==> config.mk <==
export PLATFORM = sky130hd
export DESIGN_NAME = serial_mag_comp_ctrl_flat
export DESIGN_NICKNAME = d
export VERILOG_FILES = /design/src/rtl/serial_mag_comp_ctrl_if.sv /design/src/rtl/serial_mag_comp_ctrl.sv /design/src/flat_wrapper.sv
export SDC_FILE = /design/constraint.sdc
export NUM_CORES = 1
export LEC_CHECK = 0
export CAP_MARGIN = 15
export CORE_MARGIN = 2
export CORE_UTILIZATION = 43
export DETAILED_ROUTE_END_ITERATION = 8
export GPL_TIMING_DRIVEN = 0
export PLACE_DENSITY = 0.69
export SYNTH_ARGS = -nofsm -noshare
export SYNTH_HDL_FRONTEND = slang
export SYNTH_SLANG_ARGS = --single-unit
==> constraint.sdc <==
create_clock -name clk -period 3.05 [get_ports clk]
set_input_delay 0.305 -clock clk [delete_from_list [all_inputs] [get_ports clk]]
set_output_delay 0.305 -clock clk [all_outputs]
set_load 0.01 [all_outputs]
==> src/rtl/serial_mag_comp_ctrl_if.sv <==
// rtl/serial_mag_comp_ctrl_if.sv - request/result bundle for the serial magnitude comparator
interface serial_mag_comp_ctrl_if #(
  parameter int WIDTH = 16
);
  localparam int DW = $clog2(WIDTH / 2) + 1;

  logic             start;
  logic             abort;
  logic [WIDTH-1:0] a;
  logic [WIDTH-1:0] b;
  logic             busy;
  logic             done;
  logic             a_eq_b;
  logic             a_lt_b;
  logic             a_gt_b;
  logic [DW-1:0]    digits;

  modport master (
    output start, abort, a, b,
    input  busy, done, a_eq_b, a_lt_b, a_gt_b, digits
  );

  modport slave (
    input  start, abort, a, b,
    output busy, done, a_eq_b, a_lt_b, a_gt_b, digits
  );
endinterface

==> src/rtl/serial_mag_comp_ctrl.sv <==
// rtl/serial_mag_comp_ctrl.sv - unsigned magnitude compare, one 2-bit digit per cycle, MSB first
// Stops at the first unequal digit pair; digits reports how many pairs were examined.
module serial_mag_comp_ctrl #(
  parameter int WIDTH = 16
) (
  input  logic                    clk,
  input  logic                    rst,
  serial_mag_comp_ctrl_if.slave   bus
);
  localparam int ND = WIDTH / 2;
  localparam int IW = $clog2(ND);
  localparam int DW = IW + 1;

  typedef enum logic [1:0] {IDLE, RUN, DONE} state_t;

  state_t           state_q, state_d;
  logic [WIDTH-1:0] a_q, a_d, b_q, b_d;
  logic [IW-1:0]    idx_q, idx_d;
  logic             busy_q, busy_d;
  logic             done_q, done_d;
  logic             eq_q, eq_d, lt_q, lt_d, gt_q, gt_d;
  logic [DW-1:0]    digits_q, digits_d;

  logic [1:0]       dig_a, dig_b;
  logic [DW-1:0]    digit_pos;

  assign dig_a     = a_q[{idx_q, 1'b0} +: 2];
  assign dig_b     = b_q[{idx_q, 1'b0} +: 2];
  // idx counts down from the MSB digit, so the 1-based position is ND - idx
  assign digit_pos = DW'(ND) - {1'b0, idx_q};

  always_ff @(posedge clk or posedge rst) begin
    if (rst) begin
      state_q  <= IDLE;
      a_q      <= '0;
      b_q      <= '0;
      idx_q    <= '0;
      busy_q   <= 1'b0;
      done_q   <= 1'b0;
      eq_q     <= 1'b0;
      lt_q     <= 1'b0;
      gt_q     <= 1'b0;
      digits_q <= '0;
    end else begin
      state_q  <= state_d;
      a_q      <= a_d;
      b_q      <= b_d;
      idx_q    <= idx_d;
      busy_q   <= busy_d;
      done_q   <= done_d;
      eq_q     <= eq_d;
      lt_q     <= lt_d;
      gt_q     <= gt_d;
      digits_q <= digits_d;
    end
  end

  always_comb begin
    state_d  = state_q;
    a_d      = a_q;
    b_d      = b_q;
    idx_d    = idx_q;
    busy_d   = 1'b0;
    done_d   = 1'b0;
    eq_d     = eq_q;
    lt_d     = lt_q;
    gt_d     = gt_q;
    digits_d = digits_q;
    unique case (state_q)
      IDLE: begin
        if (bus.start) begin
          a_d     = bus.a;
          b_d     = bus.b;
          idx_d   = IW'(ND - 1);
          busy_d  = 1'b1;
          state_d = RUN;
        end
      end
      RUN: begin
        busy_d = 1'b1;
        if (bus.abort) begin
          busy_d   = 1'b0;
          eq_d     = 1'b0;
          lt_d     = 1'b0;
          gt_d     = 1'b0;
          digits_d = '0;
          state_d  = IDLE;
        end else if (dig_a != dig_b) begin
          busy_d   = 1'b0;
          done_d   = 1'b1;
          eq_d     = 1'b0;
          lt_d     = (dig_a < dig_b);
          gt_d     = (dig_a > dig_b);
          digits_d = digit_pos;
          state_d  = DONE;
        end else if (idx_q == '0) begin
          busy_d   = 1'b0;
          done_d   = 1'b1;
          eq_d     = 1'b1;
          lt_d     = 1'b0;
          gt_d     = 1'b0;
          digits_d = digit_pos;
          state_d  = DONE;
        end else begin
          idx_d = idx_q - IW'(1);
        end
      end
      DONE: state_d = IDLE;
      default: state_d = IDLE;
    endcase
  end

  assign bus.busy   = busy_q;
  assign bus.done   = done_q;
  assign bus.a_eq_b = eq_q;
  assign bus.a_lt_b = lt_q;
  assign bus.a_gt_b = gt_q;
  assign bus.digits = digits_q;
endmodule

==> src/flat_wrapper.sv <==
// flat-port wrapper written by rule: the top's interface ports become plain ports
module serial_mag_comp_ctrl_flat 
#(
  parameter int WIDTH = 16
)
  (clk, rst, bus_start, bus_abort, bus_a, bus_b, bus_busy, bus_done, bus_a_eq_b, bus_a_lt_b, bus_a_gt_b, bus_digits);
  serial_mag_comp_ctrl_if #(.WIDTH(WIDTH)) bus_i ();
  input  logic clk;
  input  logic rst;
  input wire logic [$bits(bus_i.start)-1:0] bus_start;
  input wire logic [$bits(bus_i.abort)-1:0] bus_abort;
  input wire logic [$bits(bus_i.a)-1:0] bus_a;
  input wire logic [$bits(bus_i.b)-1:0] bus_b;
  output wire logic [$bits(bus_i.busy)-1:0] bus_busy;
  output wire logic [$bits(bus_i.done)-1:0] bus_done;
  output wire logic [$bits(bus_i.a_eq_b)-1:0] bus_a_eq_b;
  output wire logic [$bits(bus_i.a_lt_b)-1:0] bus_a_lt_b;
  output wire logic [$bits(bus_i.a_gt_b)-1:0] bus_a_gt_b;
  output wire logic [$bits(bus_i.digits)-1:0] bus_digits;
  assign bus_i.start = bus_start;
  assign bus_i.abort = bus_abort;
  assign bus_i.a = bus_a;
  assign bus_i.b = bus_b;
  assign bus_busy = bus_i.busy;
  assign bus_done = bus_i.done;
  assign bus_a_eq_b = bus_i.a_eq_b;
  assign bus_a_lt_b = bus_i.a_lt_b;
  assign bus_a_gt_b = bus_i.a_gt_b;
  assign bus_digits = bus_i.digits;
  serial_mag_comp_ctrl #(.WIDTH(WIDTH)) u_core (.clk(clk), .rst(rst), .bus(bus_i));
endmodule
==> results.md <==
- The flow ran to the end, and the final reports show no timing, DRC or antenna violations.
- The maximum level of the CTS H-tree is 2.
- The worst-case headroom to the max-slew limit is 79.9%.
- After synthesis, flip-flops and latches occupy 54.8% of the total area.
- The hold-fix buffer count after cts is 0.
- The top-level I/O count is 45.
- Setup repair after global routing left no endpoint under its margin.
- The per-instance average area after synthesis is 14.9 um2.
- Once detail routing completed, the nets flagged for antenna violations numbered 0.
- The fraction of layout cells with a size suffix above 1 is 28.4%.
- For the worst-skew pair, the clock arrives at the later sink with an insertion delay of 290 ps.
- The highest-delay cell along the critical path is mux4_2.
- The final weighted congestion in routability-driven placement is 0.909.
- The mux cell area share after synthesis is 28.2%.
- The initial detailed-routing violation count is 72.
- The cell type group with the largest total delay on the critical path is multiplexers.
- The net switching power figure is 0.764 mW.
- The most area-hungry cell type in the Yosys netlist is dfrtp_1.
- The most common cell in the synthesized netlist is dfrtp_1.
- For this run, the top clock speed supported by timing is 380 MHz.
- The die outline area is 5460 um2.
- The clock tree buffer depth is 2.
- The count of TritonRoute iterations in the first routing pass is 4.
- After routing, the total negative slack on setup checks comes to 0 ps.
- The min-delay analysis places its worst path in the category input port to async pin.
- The remaining global-route overflow is 0.
- The initial standard-cell utilization of the core is 44.5%.
- Entering global routing, the biggest net connects 35 pins.
- The largest fanout of any net on the critical path is 10.
- The final-report hold violation count is 0.
- In this run the critical register-to-register path is captured at u_core.bus.digits[0].
- After Yosys synthesis, XOR and XNOR cells account for 0% of the synthesized area.
- The count of distinct cell types in the synthesized netlist is 29.
- The critical path runs through a total of 7 cells.
- The total routing usage reported by global routing is 16.6%.
- The total power is 2.47 mW.
- The number of antenna violations at the first check in global routing came to 0.
- Across the VDD grid, the largest voltage drop is 0.000343 V.
- The design internal power is about 1.7 mW.
- After legalization and detailed placement, the total HPWL measured 3.05 mm.
- The TritonCTS clock tree is built.
- Ranked by total cell area, the synthesized netlist is headed by dfrtp_1, mux2_2, mux4_2, mux4_1, ha_1.
- The floorplan has 25 rows.
- The adder and majority cell fraction of the synthesized area is 2.98%.
- The core box area is 4720 um2.
- The final layout contains 234 nets.
- The power share of the clock group is between 10% and 20%.
- Synthesis produced a netlist with a net count of about 180.
- Relative to the synthesized area, the layout overhead comes to 30.3%.
- The total setup violations reported at the end of the flow is 0.
- The die span in x is 73.9 um.
- The number of gates resized after CTS was 0.
- Yosys mapped a number of flops with a built-in enable equal to 0.
- The first global-routing pass estimated roughly 6.6 mm of wire.
- The stage delay of the slowest cell on the critical path is around 520 ps.
- The clock period minus final worst setup slack is 2630 ps.
- The area fraction of the dominant cell type after synthesis is 54.8%.
- The total detailed-routing wirelength is 4.00 mm.
- The number of vias in the routed layout is 1317.
- STA puts the critical path data required time at 3240 ps.
- The post-synthesis async set-or-reset flop share is between 90% and 100%.
- The critical path starts at u_core.idx_q[0].
- In the synthesized netlist the dominant register cell turns out to be dfrtp_1.
- The worst setup slack for register-to-register paths is 420 ps.
- STA puts the critical path data arrival time at 2820 ps.
- After detailed routing, the average wire length per cell comes to ~15 um.
- The kind of launch point of the worst setup path is a flip-flop.
- Walking the worst path, the cells encountered are buf_6 -> mux4_2 -> mux2i_1 -> ha_1 -> and4bb_2 -> nand2b_1 -> a22o_2.
- In this run the static leakage power is 1.19 nW.
- The via count of the first global-routing pass came to roughly 1.4k.
- The category of the most critical setup path is flip-flop to flip-flop.
- Counting both buffers and inverters, the worst setup path holds a total of 1.
- The switching part of the total is 30.9%.
- Of the total power, combinational logic draws 43.2%.
- The number of buffers added for setup after CTS is 0.
- The post-synthesis compound-gate area fraction is 4.71%.
- The number of max-slew violations in the final report is 0.
- The die is 73.9 um tall.
- The transition time at the pin with the least slew margin is 301 ps.
- The startpoint of the worst-slack reg-to-reg timing path is u_core.idx_q[0].
- The commonest cells after synthesis are dfrtp_1, mux2_2, nand2_1.
- Clock-pin slew was measured on the worst setup and hold paths at about 80 ps.
- The number of sinks handled by clock tree synthesis is 46.
- The capturing element type of the critical path is a flip-flop.
- Port buffering added between 40 and 50 buffers.
- Counting flops and latches in the post-synthesis netlist gives 46.
- Max-cap violations in this run came to 0.
- Clock skew on the completed layout was measured at 4.12 ps.
- The depth of the most critical reg-to-reg path is 7.
- Yosys printed 0 warnings.
- The worst setup path endpoint is u_core.bus.digits[0].
- After synthesis, the largest family of logic cells by area is multiplexers.
- 0 antenna diodes ended up in the layout.
- In the finished design, the share of the clock period the worst path needs comes to 86.4%.
- In this run, CTS created clock tree buffers numbering 5.
- Dividing the detail-routed via count by the number of cells gives a little over 5.
- The gate count after technology mapping is between 100 and 150.
- Registers are responsible for 41.8% of the overall power.
- Summing the areas of all and, or, nand and nor instances in the mapped netlist gives 5.72% of the synthesized area.
- The clock root buffer master is clkbuf_8.
- Dividing total power by cell area gives a power density of 904 nW/um2.
- The number of DRC violations after detailed routing is 0.
- The cell area that synthesis handed to floorplanning was 2100 um2.
## kinds of logic (layout without fill, tap and decap cells)
| group | Yosys count | in the layout |
|---|---|---|
| DFF | 46 | 46 |
| muxes | 44 | 44 |
| and+or+nand+nor | 22 | 22 |
| AOI/OAI and AO/OA | 12 | 12 |
| buffers and inverters | 12 | 65 |
| adders and majority gates | 5 | 5 |
## how the worst min path moves through the flow
| stage | slack [ps] | from | end |
|---|---|---|---|
| after floorplan | 460 | bus_a[2] | u_core.a_q[2] |
| after global placement | 470 | u_core.bus.a_gt_b | u_core.bus.a_gt_b |
| after detailed placement | 490 | u_core.a_q[1] | u_core.a_q[1] |
| after CTS | 280 | rst | u_core.a_q[0] |
| after global routing | 290 | rst | u_core.b_q[9] |
| final | 270 | rst | u_core.b_q[9] |
## worst register-to-register path, cell delays in order, from the launching register on
cell and delay (ps):
dfrtp_1 460, buf_6 200, mux4_2 520, mux2i_1 230
ha_1 300, and4bb_2 260, nand2b_1 260, a22o_2 300
## power by group through the flow
stage                     registers, mW  clock network (mW)  logic [mW]
after floorplan                    1.01                   0       0.792
after global placement             1.03                   0        1.04
after detailed placement           1.05                   0        1.08
after CTS                          1.04               0.386        1.08
after global routing               1.07               0.411        1.16
final                              1.03               0.370        1.07
## metal layers
| layer | track usage (%) | share of wire [%] |
|---|---|---|
| met1 | 21.0 | 42 |
| met2 | 27.5 | 52 |
| met3 | 3.84 | 5.0 |
| met4 | 6.67 | 1.1 |
| met5 | 0 | 0 |
## layout by cell type, fill, tap and decap left out, drive strengths merged, types with 4 or more instances in the layout
master         count
ha                 5
mux4               8
clkbuf             7
dfrtp             46
nand2              9
buf                7
clkdlybuf4s50     44
mux2              32
mux2i              4
a22o               4
inv                5
## sequential cells by signal (all words and copies together), names as in the netlist
name and count:
u_core.bus.digits 4, u_core.b_q 16, u_core.bus.busy 1, u_core.bus.a_lt_b 1
u_core.idx_q 3, u_core.bus.a_eq_b 1, u_core.bus.done 1, u_core.a_q 16
u_core.state_q 2, u_core.bus.a_gt_b 1
## final cells by class
cell class	count	area (um2)
buffer	6	53.8
clock buffer	7	86.3
clock inverter	1	5.00
fill	380	1990
inverter	6	22.5
multi-input combinational	83	873
sequential	46	1150
tap	67	83.8
timing repair buffer	45	460
## per-stage QoR
step | setup WS (ps) | utilization (%) | instances | hold slack, ps | instance area [um2]
finish | 416 | 57.9 | 261 | 272 | 2740
detailed placement | 427 | 56.0 | 253 | 489 | 2650
CTS | 417 | 57.9 | 261 | 279 | 2740
floorplan | 722 | - | 141 | 457 | 2100
global placement | 443 | 55.6 | 252 | 474 | 2630
global route | 308 | 57.9 | 261 | 294 | 2740
(Power assumes the default switching activity.)
